### src/rtl/compressor_pkg.sv
// Shared constants, FSM encoding and probability adaptation
// for the byte-stream compressor.
package compressor_pkg;

  localparam int PROB_BITS   = 12;
  localparam int ADAPT_SHIFT = 4;
  localparam int N_CODERS    = 8;
  localparam int TABLE_DEPTH = 256;

  typedef logic [PROB_BITS-1:0] prob_t;

  localparam prob_t PROB_INIT = prob_t'(2048);
  localparam logic [PROB_BITS:0] PROB_ONE = 13'h1000;

  typedef enum logic [2:0] {
    S_INIT,
    S_IDLE,
    S_CODE,
    S_SHIFT,
    S_FLUSH,
    S_DONE
  } state_t;

  function automatic prob_t prob_adapt(
    input prob_t p,
    input logic  b
  );
    logic [PROB_BITS:0] diff;
    logic [PROB_BITS:0] inc;
    diff = PROB_ONE - {1'b0, p};
    inc  = diff >> ADAPT_SHIFT;
    if (b)
      return p + inc[PROB_BITS-1:0];
    else
      return p - (p >> ADAPT_SHIFT);
  endfunction

endpackage

### src/rtl/arith_coder_step.sv
// One binary arithmetic coding step: split the interval,
// keep the half selected by the bit, flag a settled top byte.
module arith_coder_step
  import compressor_pkg::*;
(
  input  logic [31:0] x1,
  input  logic [31:0] x2,
  input  prob_t       p,
  input  logic        bit_in,
  output logic [31:0] x1_nxt,
  output logic [31:0] x2_nxt,
  output logic        emit
);

  logic [31:0] span;
  logic [31:0] xmid;

  always_comb begin
    span   = (x2 - x1) >> PROB_BITS;
    xmid   = x1 + span * {20'd0, p};
    x1_nxt = x1;
    x2_nxt = x2;
    if (bit_in)
      x2_nxt = xmid;
    else
      x1_nxt = xmid + 32'd1;
    emit = (x1_nxt[31:24] == x2_nxt[31:24]);
  end

endmodule

### src/rtl/compressor.sv
// Order-0 bit-context model feeding eight arithmetic coders,
// one per bit position, with per-coder tagged output bytes.
module compressor
  import compressor_pkg::*;
(
  input  logic       model_clk,
  input  logic       model_rst,
  input  logic       model_in_valid,
  output logic       model_in_ready,
  input  logic [7:0] model_in_bits_byte,
  input  logic       model_in_bits_last,
  output logic       model_status_initDone,
  output logic       coder_out_valid,
  input  logic       coder_out_ready,
  output logic [7:0] coder_out_bits_idx,
  output logic [7:0] coder_out_bits_byte,
  output logic       coder_out_bits_last
);

  prob_t       tbl [TABLE_DEPTH];
  logic [31:0] x1  [N_CODERS];
  logic [31:0] x2  [N_CODERS];

  state_t      state;
  state_t      state_nxt;
  logic [7:0]  init_cnt;
  logic        init_done;
  logic [7:0]  byte_r;
  logic        last_r;
  logic [2:0]  bit_k;
  logic [7:0]  ctx;
  logic [2:0]  fl_k;

  logic        cur_bit;
  prob_t       p_cur;
  logic [31:0] x1_c;
  logic [31:0] x2_c;
  logic [31:0] x1_n;
  logic [31:0] x2_n;
  logic        emit;
  logic        more;
  logic        last_bit;
  state_t      adv_state;

  assign cur_bit  = byte_r[3'd7 - bit_k];
  assign p_cur    = tbl[ctx];
  assign x1_c     = x1[bit_k];
  assign x2_c     = x2[bit_k];
  assign more     = (x1_c[23:16] == x2_c[23:16]);
  assign last_bit = (bit_k == 3'd7);

  assign model_status_initDone = init_done;

  arith_coder_step u_step (
    .x1     (x1_c),
    .x2     (x2_c),
    .p      (p_cur),
    .bit_in (cur_bit),
    .x1_nxt (x1_n),
    .x2_nxt (x2_n),
    .emit   (emit)
  );

  always_comb begin
    adv_state = S_CODE;
    if (last_bit)
      adv_state = last_r ? S_FLUSH : S_IDLE;
  end

  always_ff @(posedge model_clk) begin
    if (model_rst)
      state <= S_INIT;
    else
      state <= state_nxt;
  end

  always_comb begin
    state_nxt           = state;
    model_in_ready      = 1'b0;
    coder_out_valid     = 1'b0;
    coder_out_bits_idx  = 8'd0;
    coder_out_bits_byte = 8'd0;
    coder_out_bits_last = 1'b0;
    unique case (state)
      S_INIT: begin
        if (init_cnt == 8'hFF)
          state_nxt = S_IDLE;
      end
      S_IDLE: begin
        model_in_ready = init_done;
        if (model_in_valid && init_done)
          state_nxt = S_CODE;
      end
      S_CODE: begin
        if (emit)
          state_nxt = S_SHIFT;
        else
          state_nxt = adv_state;
      end
      S_SHIFT: begin
        coder_out_valid     = 1'b1;
        coder_out_bits_idx  = {5'd0, bit_k};
        coder_out_bits_byte = x2_c[31:24];
        if (coder_out_ready && !more)
          state_nxt = adv_state;
      end
      S_FLUSH: begin
        coder_out_valid     = 1'b1;
        coder_out_bits_idx  = {5'd0, fl_k};
        coder_out_bits_byte = x1[fl_k][31:24];
        coder_out_bits_last = (fl_k == 3'd7);
        if (coder_out_ready && fl_k == 3'd7)
          state_nxt = S_DONE;
      end
      S_DONE: ;
      default: state_nxt = S_INIT;
    endcase
  end

  always_ff @(posedge model_clk) begin
    if (model_rst) begin
      init_cnt  <= 8'd0;
      init_done <= 1'b0;
      byte_r    <= 8'd0;
      last_r    <= 1'b0;
      bit_k     <= 3'd0;
      ctx       <= 8'd1;
      fl_k      <= 3'd0;
      for (int i = 0; i < N_CODERS; i++) begin
        x1[i] <= 32'd0;
        x2[i] <= 32'hFFFF_FFFF;
      end
    end else begin
      case (state)
        S_INIT: begin
          init_cnt <= init_cnt + 8'd1;
          if (init_cnt == 8'hFF)
            init_done <= 1'b1;
        end
        S_IDLE: begin
          if (model_in_valid && init_done) begin
            byte_r <= model_in_bits_byte;
            last_r <= model_in_bits_last;
            bit_k  <= 3'd0;
            ctx    <= 8'd1;
          end
        end
        S_CODE: begin
          x1[bit_k] <= x1_n;
          x2[bit_k] <= x2_n;
          ctx       <= {ctx[6:0], cur_bit};
          if (!emit)
            bit_k <= bit_k + 3'd1;
        end
        S_SHIFT: begin
          if (coder_out_ready) begin
            x1[bit_k] <= {x1_c[23:0], 8'h00};
            x2[bit_k] <= {x2_c[23:0], 8'hFF};
            if (!more)
              bit_k <= bit_k + 3'd1;
          end
        end
        S_FLUSH: begin
          if (coder_out_ready)
            fl_k <= fl_k + 3'd1;
        end
        default: ;
      endcase
    end
  end

  // table has no reset: INIT rewrites every entry
  always_ff @(posedge model_clk) begin
    if (!model_rst) begin
      if (state == S_INIT)
        tbl[init_cnt] <= PROB_INIT;
      else if (state == S_CODE)
        tbl[ctx] <= prob_adapt(p_cur, cur_bit);
    end
  end

endmodule

### config.mk
export PLATFORM = sky130hd
export DESIGN_NAME = compressor
export DESIGN_NICKNAME = d
export VERILOG_FILES = /design/src/rtl/compressor_pkg.sv /design/src/rtl/arith_coder_step.sv /design/src/rtl/compressor.sv
export SDC_FILE = /design/constraint.sdc
export NUM_CORES = 2
export LEC_CHECK = 0
export BUFFER_PORTS_ARGS = -buffer_cell sky130_fd_sc_hd__buf_4
export CORE_MARGIN = 4
export CORE_UTILIZATION = 45
export DETAILED_ROUTE_END_ITERATION = 12
export PLACE_DENSITY = 0.66
export SLEW_MARGIN = 30
export SYNTH_ARGS = -nofsm -noshare
export SYNTH_HDL_FRONTEND = slang
export SYNTH_SLANG_ARGS = --single-unit
### constraint.sdc
create_clock -name model_clk -period 25.1 [get_ports model_clk]
set_clock_uncertainty 0.2 [all_clocks]
set_input_delay 1.255 -clock model_clk [delete_from_list [all_inputs] [get_ports model_clk]]
set_output_delay 1.255 -clock model_clk [all_outputs]
set_load 0.1 [all_outputs]
==> metrics.txt <==
# TYPE chip_impl_metric gauge
chip_impl_info{name="run_status",value="finished, final reports clean"} 1
chip_impl_metric{name="cts_hold_buffers",unit=""} 0
chip_impl_metric{name="final_cell_area_excluding_filler_cells",unit="µm²"} 174000
chip_impl_metric{name="number_of_top_level_pins",unit=""} 33
chip_impl_metric{name="worst_skew_pair.late_latency",unit="ns"} 0.94
chip_impl_metric{name="routedWlPerCell",unit="µm"} 29.4
chip_impl_info{name="yosys-top-cells-area",value="sky130_fd_sc_hd__edfxtp_1 69%, sky130_fd_sc_hd__mux4_2 17%, sky130_fd_sc_hd__fa_1 2.7%"} 1
chip_impl_metric{name="vias_per_cell",unit=""} 6.03
chip_impl_metric{name="drt-total-wl",unit="µm"} 388000
chip_impl_metric{name="critical_path_arrival",unit="ns"} 15.50
chip_impl_info{name="tritoncts",value="done"} 1
chip_impl_metric{name="avgSynthCellArea",unit="µm²"} 19.1
chip_impl_metric{name="clock_tree.htree_level_count",unit=""} 5
chip_impl_metric{name="drtPass1Iterations",unit=""} 8
chip_impl_metric{name="filler_cell_count",unit=""} 27000
chip_impl_metric{name="crit_required",unit="ns"} 25.70
chip_impl_metric{name="cellLeakagePower",unit="nW"} 61.3
chip_impl_info{name="worst_path_max_delay_cell",value="sky130_fd_sc_hd__or4_1"} 1
chip_impl_metric{name="drive_above_1_share",unit="%"} 26.0
chip_impl_metric{name="first_global_vias",unit=""} 79700
chip_impl_metric{name="timing_worst_slew_pin_value",unit="ns"} 1.05
chip_impl_metric{name="syn-cell-area",unit="µm²"} 155000
chip_impl_metric{name="dpl.hpwl",unit="µm"} 233000
chip_impl_metric{name="worst_path_largest_cell_delay",unit="ns"} 0.80
chip_impl_metric{name="finalHoldViolations",unit=""} 0
chip_impl_metric{name="power.total",unit="mW"} 16.3
chip_impl_metric{name="route.vias.total",unit=""} 79600
chip_impl_info{name="layout.cells.most_common_list",value="3584 x sky130_fd_sc_hd__edfxtp_1, 1160 x sky130_fd_sc_hd__mux4_2, 582 x sky130_fd_sc_hd__nor2_1, 579 x sky130_fd_sc_hd__nand2_1, 379 x sky130_fd_sc_hd__clkbuf_16"} 1
chip_impl_metric{name="finalWeightedCongestion",unit=""} 0.892
chip_impl_info{name="ys_dominant_reg_cell",value="sky130_fd_sc_hd__edfxtp_1"} 1
chip_impl_metric{name="cts_buf_count",unit=""} 370
chip_impl_metric{name="grt-ovfl-total",unit=""} 0
chip_impl_metric{name="remaining_drc_errors",unit=""} 0
chip_impl_metric{name="max-cap-violations",unit=""} 0
chip_impl_metric{name="design.core.area",unit="µm²"} 343000
chip_impl_metric{name="period_minus_slack",unit="ns"} 14.90
chip_impl_metric{name="grt_use_total",unit="%"} 21.7
chip_impl_metric{name="route.antenna.remaining_nets",unit=""} 0
chip_impl_metric{name="fin_hold_ws",unit="ns"} 0.262
chip_impl_metric{name="synth.yosys.warnings",unit=""} 0
chip_impl_metric{name="number_of_antenna_violations_at_the_first_check_in_global_routing",unit=""} 12
chip_impl_metric{name="dp_worst_setup_slack",unit="ns"} 10.54
chip_impl_metric{name="layout.nets",unit=""} 8654
chip_impl_metric{name="grt_first_pass_wirelength",unit="µm"} 567000
chip_impl_info{name="setup_cp_type",value="flip-flop to flip-flop"} 1
chip_impl_metric{name="netlist.area_leader.share",unit="%"} 69.5
chip_impl_metric{name="postCtsSetupBuffers",unit=""} 0
chip_impl_metric{name="port_buffers",unit=""} 27
chip_impl_info{name="critical-path-top-cell-by-count",value="sky130_fd_sc_hd__fa_1"} 1
chip_impl_metric{name="setup_slack",unit="ns"} 10.20
chip_impl_metric{name="synth_async_sr_flop_share",unit="%"} 0
chip_impl_info{name="layout.cells.most_common",value="sky130_fd_sc_hd__edfxtp_1"} 1
chip_impl_metric{name="number_of_enable_flip_flop_cells_after_synthesis",unit=""} 3584
chip_impl_metric{name="floorplan.rows",unit=""} 215
chip_impl_metric{name="setup_viol",unit=""} 0
chip_impl_metric{name="post_cts.resized_instances",unit=""} 0
chip_impl_metric{name="timing.max_slew.rel_slack",unit="%"} 27.7
chip_impl_metric{name="maxSlewViolCount",unit=""} 0
chip_impl_metric{name="worstPathMaxFanout",unit=""} 47
chip_impl_metric{name="postSynthRegisterBits",unit=""} 3633
chip_impl_info{name="clock-root-buffer",value="sky130_fd_sc_hd__clkbuf_16"} 1
chip_impl_metric{name="syn-instance-count",unit=""} 8123
chip_impl_metric{name="power_per_standard_cell_area",unit="nW/µm²"} 93.8
chip_impl_metric{name="synth.distinct_cells",unit=""} 86
chip_impl_metric{name="floorplan.die.width",unit="µm"} 595
chip_impl_metric{name="multiInputGateArea",unit="µm²"} 43800
chip_impl_metric{name="detailedRoute.firstIterationViolations",unit=""} 10100
chip_impl_metric{name="max-vdd-ir-drop",unit="mV"} 0.174
chip_impl_metric{name="total_number_of_clock_tree_sinks",unit=""} 3633
chip_impl_metric{name="min_period_over_period",unit="%"} 59.3
chip_impl_metric{name="areaGrowthSynthToFinish",unit="%"} 12.4
chip_impl_metric{name="dpl_cell_area",unit="µm²"} 162000
chip_impl_metric{name="die-area",unit="µm²"} 354000
chip_impl_metric{name="tns",unit="ns"} 0
chip_impl_metric{name="grt_max_degree",unit=""} 228
chip_impl_metric{name="achievable-frequency",unit="MHz"} 67.1
chip_impl_info{name="worstSetupEndpointType",value="flip-flop"} 1
chip_impl_metric{name="die_y",unit="µm"} 595
chip_impl_info{name="rsz0062_at_grt",value="no"} 1
chip_impl_metric{name="clk_transition_reported_paths",unit="ns"} 0.06
chip_impl_info{name="min_path_type",value="flip-flop to flip-flop"} 1
chip_impl_metric{name="place.detailed.instances",unit=""} 12500
chip_impl_metric{name="utilization",unit="%"} 50.8
chip_impl_info{name="critPathLaunchType",value="flip-flop"} 1
chip_impl_metric{name="seq_area_frac_synth",unit="%"} 70.1
chip_impl_metric{name="final_cells",unit=""} 13200
chip_impl_metric{name="start_util",unit="%"} 45.2
chip_impl_metric{name="regArea",unit="µm²"} 109000
chip_impl_metric{name="cts.path.max_buffers",unit=""} 4
chip_impl_metric{name="r2r_cells",unit=""} 40
chip_impl_metric{name="whs_path_depth",unit=""} 2
chip_impl_info{name="yosysTopAreaCell",value="sky130_fd_sc_hd__edfxtp_1"} 1
## area by class of cell
cell class                 instances  share of cell area, %
inverter                         321                  0.692
multi-input combinational       3707                   25.2
timing repair buffer             280                   1.51
clock inverter                   215                   1.29
tap                             4557                   3.28
sequential                      3633                   62.4
antenna                            7                 0.0101
clock buffer                     465                   5.67
## registers in the layout (all words and copies together) (netlist names), named ones only
name and cells:
bit_k 3, byte_r 8, ctx 8, fl_k 3, init_cnt 8, last_r 1
model_status_initDone 1, state 3, tbl 3072, x1 256, x2 256
## report_power, final
part | internal (mW) | switching [mW] | leakage, nW
clock network | 3.20 | 2.29 | 5.88
logic | 1.34 | 2.87 | 15.9
registers | 6.61 | 0.0117 | 39.5
total | 11.1 | 5.18 | 61.3
## logic make-up (layout without fill, tap and decap cells)
logic type	count (synthesis)	after routing	synth area share [%]
buf+inv	787	1281	2.07
fa+ha+maj	328	328	3.67
xor+xnor	122	122	0.699
flops	3633	3633	70.1
compound gates	400	400	1.67
other cells	1	12	0.00242
mux	1258	1258	17.5
simple gates	1594	1594	4.25
## worst paths after layout
path | slack (ns) | endpoint | from
hold reg to reg | 0.26 | byte_r[2] | byte_r[2]
setup reg to reg | 10.20 | state[1] | flip-flop
setup / recovery | 10.20 | state[1] | flip-flop
hold / removal | 0.26 | byte_r[2] | byte_r[2]
## cells in the mapped netlist (19+ instances only)
cell type,count
sky130_fd_sc_hd__a211oi_1,32
sky130_fd_sc_hd__a21oi_1,125
sky130_fd_sc_hd__and2_1,37
sky130_fd_sc_hd__buf_1,69
sky130_fd_sc_hd__buf_2,76
sky130_fd_sc_hd__buf_4,28
sky130_fd_sc_hd__clkbuf_1,285
sky130_fd_sc_hd__dfxtp_1,49
sky130_fd_sc_hd__edfxtp_1,3584
sky130_fd_sc_hd__fa_1,211
sky130_fd_sc_hd__ha_1,117
sky130_fd_sc_hd__inv_1,317
sky130_fd_sc_hd__mux2_2,35
sky130_fd_sc_hd__mux2i_1,63
sky130_fd_sc_hd__mux4_2,1160
sky130_fd_sc_hd__nand2_1,593
sky130_fd_sc_hd__nand3_1,47
sky130_fd_sc_hd__nor2_1,753
sky130_fd_sc_hd__nor3_1,35
sky130_fd_sc_hd__o211ai_1,26
sky130_fd_sc_hd__o21ai_0,64
sky130_fd_sc_hd__o21ai_1,19
sky130_fd_sc_hd__xnor2_1,72
sky130_fd_sc_hd__xor2_1,49
## layer usage
layer  GRT usage, %  up-vias  share of wire [%]
met4           5.14        8                2.5
li1               -    32600                  -
met2           33.2     3881                 47
met1           32.2    42400                 41
met5              0        -              0.014
met3           4.50      614                9.6
## critical path: cells and delay by family, from the launching register on
family,cells,cell delay (ns)
muxes,2,0.84
and+or+nand+nor,8,3.23
xor gates and xnor gates,1,0.58
buffers and inverters,6,1.45
DFF,1,0.47
adders and majority gates,7,3.42
AOI/OAI and AO/OA,16,4.47
Power figures use the tool's default switching activity.
